$ cat src/rtl/shift_pass_sequencer.sv
// Sequences shift commands of up to 2^AMT_W-1 through an external 0..7 barrel shifter, one pass per clock.
// Optional SHIFT_LOSS_FLAG_EN adds res_loss: set when any 1 bit of the operand is shifted out.
module shift_pass_sequencer #(
  parameter int AMT_W = 4
) (
  input  logic             clk,
  input  logic             rst,
  input  logic             cmd_valid,
  output logic             cmd_ready,
  input  logic [7:0]       cmd_data,
  input  logic [AMT_W-1:0] cmd_amount,
  input  logic             cmd_dir,
  output logic [7:0]       bs_data_in,
  output logic [2:0]       bs_shift_amount,
  output logic             bs_direction,
  input  logic [7:0]       bs_data_out,
  output logic             res_valid,
  input  logic             res_ready,
  output logic [7:0]       res_data,
  output logic             busy
`ifdef SHIFT_LOSS_FLAG_EN
  ,
  output logic             res_loss
`endif
);

  typedef enum logic [1:0] {
    IDLE = 2'd0,
    PASS = 2'd1,
    DONE = 2'd2
  } state_t;

  localparam logic [AMT_W-1:0] SEVEN = AMT_W'(7);

  state_t           state_q;
  logic [7:0]       work_q;
  logic [AMT_W-1:0] rem_q;
  logic [AMT_W-1:0] rem_d;
  logic             dir_q;
  logic [2:0]       step_q;
  logic [2:0]       step_d;
  logic [2:0]       first_step;
  logic             cmd_ready_q;
  logic             res_valid_q;
  logic             busy_q;

  function automatic logic [2:0] clamp7(input logic [AMT_W-1:0] a);
    return (a > SEVEN) ? 3'd7 : a[2:0];
  endfunction

  // step_q always holds min(rem_q, 7) while in PASS, and 0 elsewhere
  assign rem_d      = rem_q - AMT_W'(step_q);
  assign step_d     = clamp7(rem_d);
  assign first_step = clamp7(cmd_amount);

  assign cmd_ready       = cmd_ready_q;
  assign res_valid       = res_valid_q;
  assign busy            = busy_q;
  assign res_data        = work_q;
  assign bs_data_in      = work_q;
  assign bs_shift_amount = step_q;
  assign bs_direction    = dir_q;

`ifdef SHIFT_LOSS_FLAG_EN
  logic       loss_q;
  logic       loss_d;
  logic [7:0] lmask;
  logic [7:0] rmask;

  // Masks select the bits that fall off the end for amounts 0..7
  assign lmask  = ~(8'hFF >> cmd_amount[2:0]);
  assign rmask  = ~(8'hFF << cmd_amount[2:0]);
  assign loss_d = (cmd_amount > SEVEN) ? (cmd_data != 8'h00)
                : ((cmd_data & (cmd_dir ? rmask : lmask)) != 8'h00);
  assign res_loss = loss_q;

  always_ff @(posedge clk or posedge rst) begin
    if (rst) begin
      loss_q <= 1'b0;
    end else if (state_q == IDLE && cmd_valid) begin
      loss_q <= loss_d;
    end
  end
`endif

  always_ff @(posedge clk or posedge rst) begin
    if (rst) begin
      state_q     <= IDLE;
      work_q      <= 8'h00;
      rem_q       <= '0;
      dir_q       <= 1'b0;
      step_q      <= 3'd0;
      cmd_ready_q <= 1'b1;
      res_valid_q <= 1'b0;
      busy_q      <= 1'b0;
    end else begin
      case (state_q)
        IDLE: begin
          if (cmd_valid) begin
            work_q      <= cmd_data;
            rem_q       <= cmd_amount;
            dir_q       <= cmd_dir;
            cmd_ready_q <= 1'b0;
            busy_q      <= 1'b1;
            if (cmd_amount != '0) begin
              state_q <= PASS;
              step_q  <= first_step;
            end else begin
              state_q     <= DONE;
              res_valid_q <= 1'b1;
            end
          end
        end
        PASS: begin
          work_q <= bs_data_out;
          rem_q  <= rem_d;
          if (rem_d == '0) begin
            state_q     <= DONE;
            step_q      <= 3'd0;
            res_valid_q <= 1'b1;
          end else begin
            step_q <= step_d;
          end
        end
        DONE: begin
          if (res_ready) begin
            state_q     <= IDLE;
            res_valid_q <= 1'b0;
            busy_q      <= 1'b0;
            cmd_ready_q <= 1'b1;
          end
        end
        default: begin
          state_q     <= IDLE;
          step_q      <= 3'd0;
          res_valid_q <= 1'b0;
          busy_q      <= 1'b0;
          cmd_ready_q <= 1'b1;
        end
      endcase
    end
  end

endmodule

$ cat config.mk
export PLATFORM = sky130hd
export DESIGN_NAME = shift_pass_sequencer
export DESIGN_NICKNAME = d
export VERILOG_FILES = /design/src/rtl/shift_pass_sequencer.sv
export SDC_FILE = /design/constraint.sdc
export NUM_CORES = 1
export LEC_CHECK = 0
export ABC_AREA = 0
export CAP_MARGIN = 0
export CORE_MARGIN = 10
export CORE_UTILIZATION = 35
export CTS_CLUSTER_DIAMETER = 40
export DETAILED_ROUTE_END_ITERATION = 12
export MAX_ROUTING_LAYER = met4
export PLACE_DENSITY_LB_ADDON = 0.2
export REMOVE_ABC_BUFFERS = 1
export SYNTH_ARGS = -nofsm -noshare
export SYNTH_HDL_FRONTEND = slang
export SYNTH_SLANG_ARGS = --single-unit
$ cat constraint.sdc
create_clock -name clk -period 2.3 [get_ports clk]
set_input_delay 0.575 -clock clk [delete_from_list [all_inputs] [get_ports clk]]
set_output_delay 0.575 -clock clk [all_outputs]
set_load 0.01 [all_outputs]
==> metrics <==
Hold Fails Final Rpt 0; first-pass GRT wire length 5810 um; post-route DRC violation count 0; gr ovfl total 0; vias in the first global route 1224; CTS clk-pin slew, worst paths 0.08 ns; max-cap viol count 0; critical path fanouts, max 4; placer congestion estimate 0.866; Required @ worst endpoint 2.50 ns; WP data arrival 2.30 ns; Leak 0.759 nW; status finished, final reports clean; Max Root-Sink Buffers 2; Top Ports 48; Inserted Clock Buffers 3; CP Launch Type flip-flop; Port Buffers 47; clock share of power 0.095; Worst slew margin 0.689; Worst R2R Path Depth 8; Antenna Cells 0; final WL 3630 um; Placed Cells 226; Tcrit/Tclk final 0.915; cell area after synthesis 1290 um2; Post-Synthesis Cells 142; Final Util 0.528; Peak Freq 475 MHz; CP endpoint kind flip-flop; H-tree depth 1; post-CTS setup buffers 0; Core Rows 21; Internal Power 1.51 mW; area grow syn2layout 41.0%; Iteration-0 DRC Markers 46; Worst Tran Pin Value 0.466 ns; RSZ-0062 raised after global routing no; Final Max Tran Viols 0; net switching power 1.05 mW; Avg Inst Size Synth 9.08 um2; Logic pwr share 0.626; Die Area 6510 um2; Vias 1194; Crit Path Category reg -> reg; fin crit period 2.11 ns; remaining antenna violation count 0; R2R Setup Slk 0.19 ns; Nets 214; Worst Hold Class reg -> reg; clk_lat worst skew 0.26 ns; initial core utilization 0.374; CTS Sinks 21; Sequential Power Share 0.279; gr usage total 0.112; Sw Share 0.410; Synth Register Bits 21; Sum Neg Setup Slack 0 ns; Synth warnings 0; PD cells 1410 nW/um2; layout cells sized above 1 0.0870; TritonCTS clock tree yes; Fin Clk Skew 0.00209 ns; final setup violation count 0; routed wire length per instance 15.8 um; initial antenna violation count 0; hold_buf cts 0; post-detail-place hpwl 2820 um; Die X 80.7 um; core area 3440 um2; DRT Pass-1 Iters 4; PnR worst setup slack 0.195 ns; Hold Path Depth 1; die height 80.7 um; Seq/Total Area, Yosys 0.409; largest net degree at the start of global routing 22; Root Buffer clkbuf_8; Via density 5.19; Placement Setup Slack 0.151 ns; peak supply drop 0.605 mV; unique cell type count in the Yosys netlist 39; Non-Filler Instances 230
-- synthesized netlist by cell type, drive strengths merged --
cell	instances	area, um2
a21o	1	8.76
and3b	1	8.76
nor2	4	15.0
nand4	1	12.5
nor4	1	6.26
and3	1	6.26
o2111ai	1	8.76
mux2	1	11.3
and2	5	31.3
inv	10	37.5
xor2	1	8.76
a2bb2oi	1	8.76
buf	13	85.1
or4	2	15.0
ha	3	37.5
o22ai	4	25.0
nand2b	2	12.5
o21ai	15	75.1
a221o	1	10.0
a311oi	1	8.76
clkbuf	2	7.51
o21bai	1	7.51
fa	1	20.0
nand3	1	5.00
a21oi	9	45.0
a22o	2	17.5
dfstp	1	26.3
a31o	1	8.76
nand2	9	33.8
nor2b	7	43.8
nand4b	1	8.76
a31oi	4	25.0
or3	2	12.5
a22oi	7	52.6
o21a	3	22.5
or3b	1	8.76
dfrtp	20	500
a32o	1	10.0
-- metal layers --
layer | vias up | share of wire | track usage
li1 | 594 | - | -
met4 | 0 | 0.012 | 0.0329
met1 | 549 | 0.45 | 0.136
met5 | - | 0 | -
met2 | 46 | 0.46 | 0.184
met3 | 5 | 0.070 | 0.0223
-- placed cells by master, fill, tap and decap left out, types with 4 or more instances in the layout --
| cell type | count |
|---|---|
| a31oi_1 | 4 |
| o21ai_0 | 15 |
| nor2_1 | 4 |
| dfrtp_1 | 20 |
| inv_1 | 10 |
| nor2b_1 | 7 |
| and2_1 | 5 |
| nand2_1 | 9 |
| clkdlybuf4s50_1 | 47 |
| o22ai_1 | 4 |
| a22oi_1 | 7 |
| a21oi_1 | 9 |
| buf_4 | 6 |
-- registers in the layout, indices dropped and copies added (netlist names) --
signal and count:
bs_shift_amount 3, res_valid 1, bs_data_in 8, bs_direction 1, busy 1, state_q 2, rem_q 4, cmd_ready 1
-- worst paths after layout --
| kind | startpoint | to |
|---|---|---|
| worst max-delay path | rem_q[0] | state_q[1] |
| worst min-delay path | bs_direction | bs_direction |
| worst max register to register | rem_q[0] | state_q[1] |
| worst min register to register | bs_direction | bs_direction |
| max in group asynchronous | rst | cmd_ready |
| min in group asynchronous | rst | busy |
-- stage by stage --
step	instance area, um2	hold slack [ns]	total power [mW]
after floorplan	1200	0.461	1.64
after global placement	1770	0.483	2.29
after detailed placement	1770	0.495	2.32
after CTS	1810	0.512	2.57
after global routing	1820	0.535	2.80
final	1820	0.511	2.55
-- power by group through the flow --
| stage | sequential, mW | clock (mW) | combinational, mW |
|---|---|---|---|
| floorplan | 0.798 | 0 | 0.843 |
| global placement | 0.715 | 0 | 1.58 |
| detailed placement | 0.721 | 0 | 1.60 |
| CTS | 0.715 | 0.249 | 1.61 |
| global route | 0.740 | 0.262 | 1.80 |
| finish | 0.712 | 0.244 | 1.60 |
-- critical path: stages (launching register included) --
cell and delay [ns]:
dfrtp_1 0.38, inv_1 0.08, ha_1 0.19, inv_1 0.07, fa_2 0.37, xor2_1 0.17
or3b_2 0.46, nand4_2 0.15, a32o_1 0.18
-- repair_timing --
| item | in CTS | in global routing |
|---|---|---|
| gates resized for setup | 0 | 1 |
| endpoints found under the hold margin | 0 | 0 |
| setup endpoints to repair | 0 | 3 |
-- cells by family after synthesis --
group / count (synthesis) / synth area share
AND/OR/NAND/NOR: 38 / 0.171
buffers and inverters: 25 / 0.101
AO/OA/AOI/OAI: 52 / 0.259
flip-flops: 21 / 0.409
XOR/XNOR: 1 / 0.00680
multiplexers: 1 / 0.00874
adder cells (fa/ha/maj): 4 / 0.0447
-- final cells by class --
cell class	count	area [um2]
timing repair buffer	53	515
sequential	21	527
clock buffer	4	45.0
tap	46	57.6
multi-input combinational	96	634
fill	327	1630
inverter	10	37.5
Power figures use the tool's default switching activity.
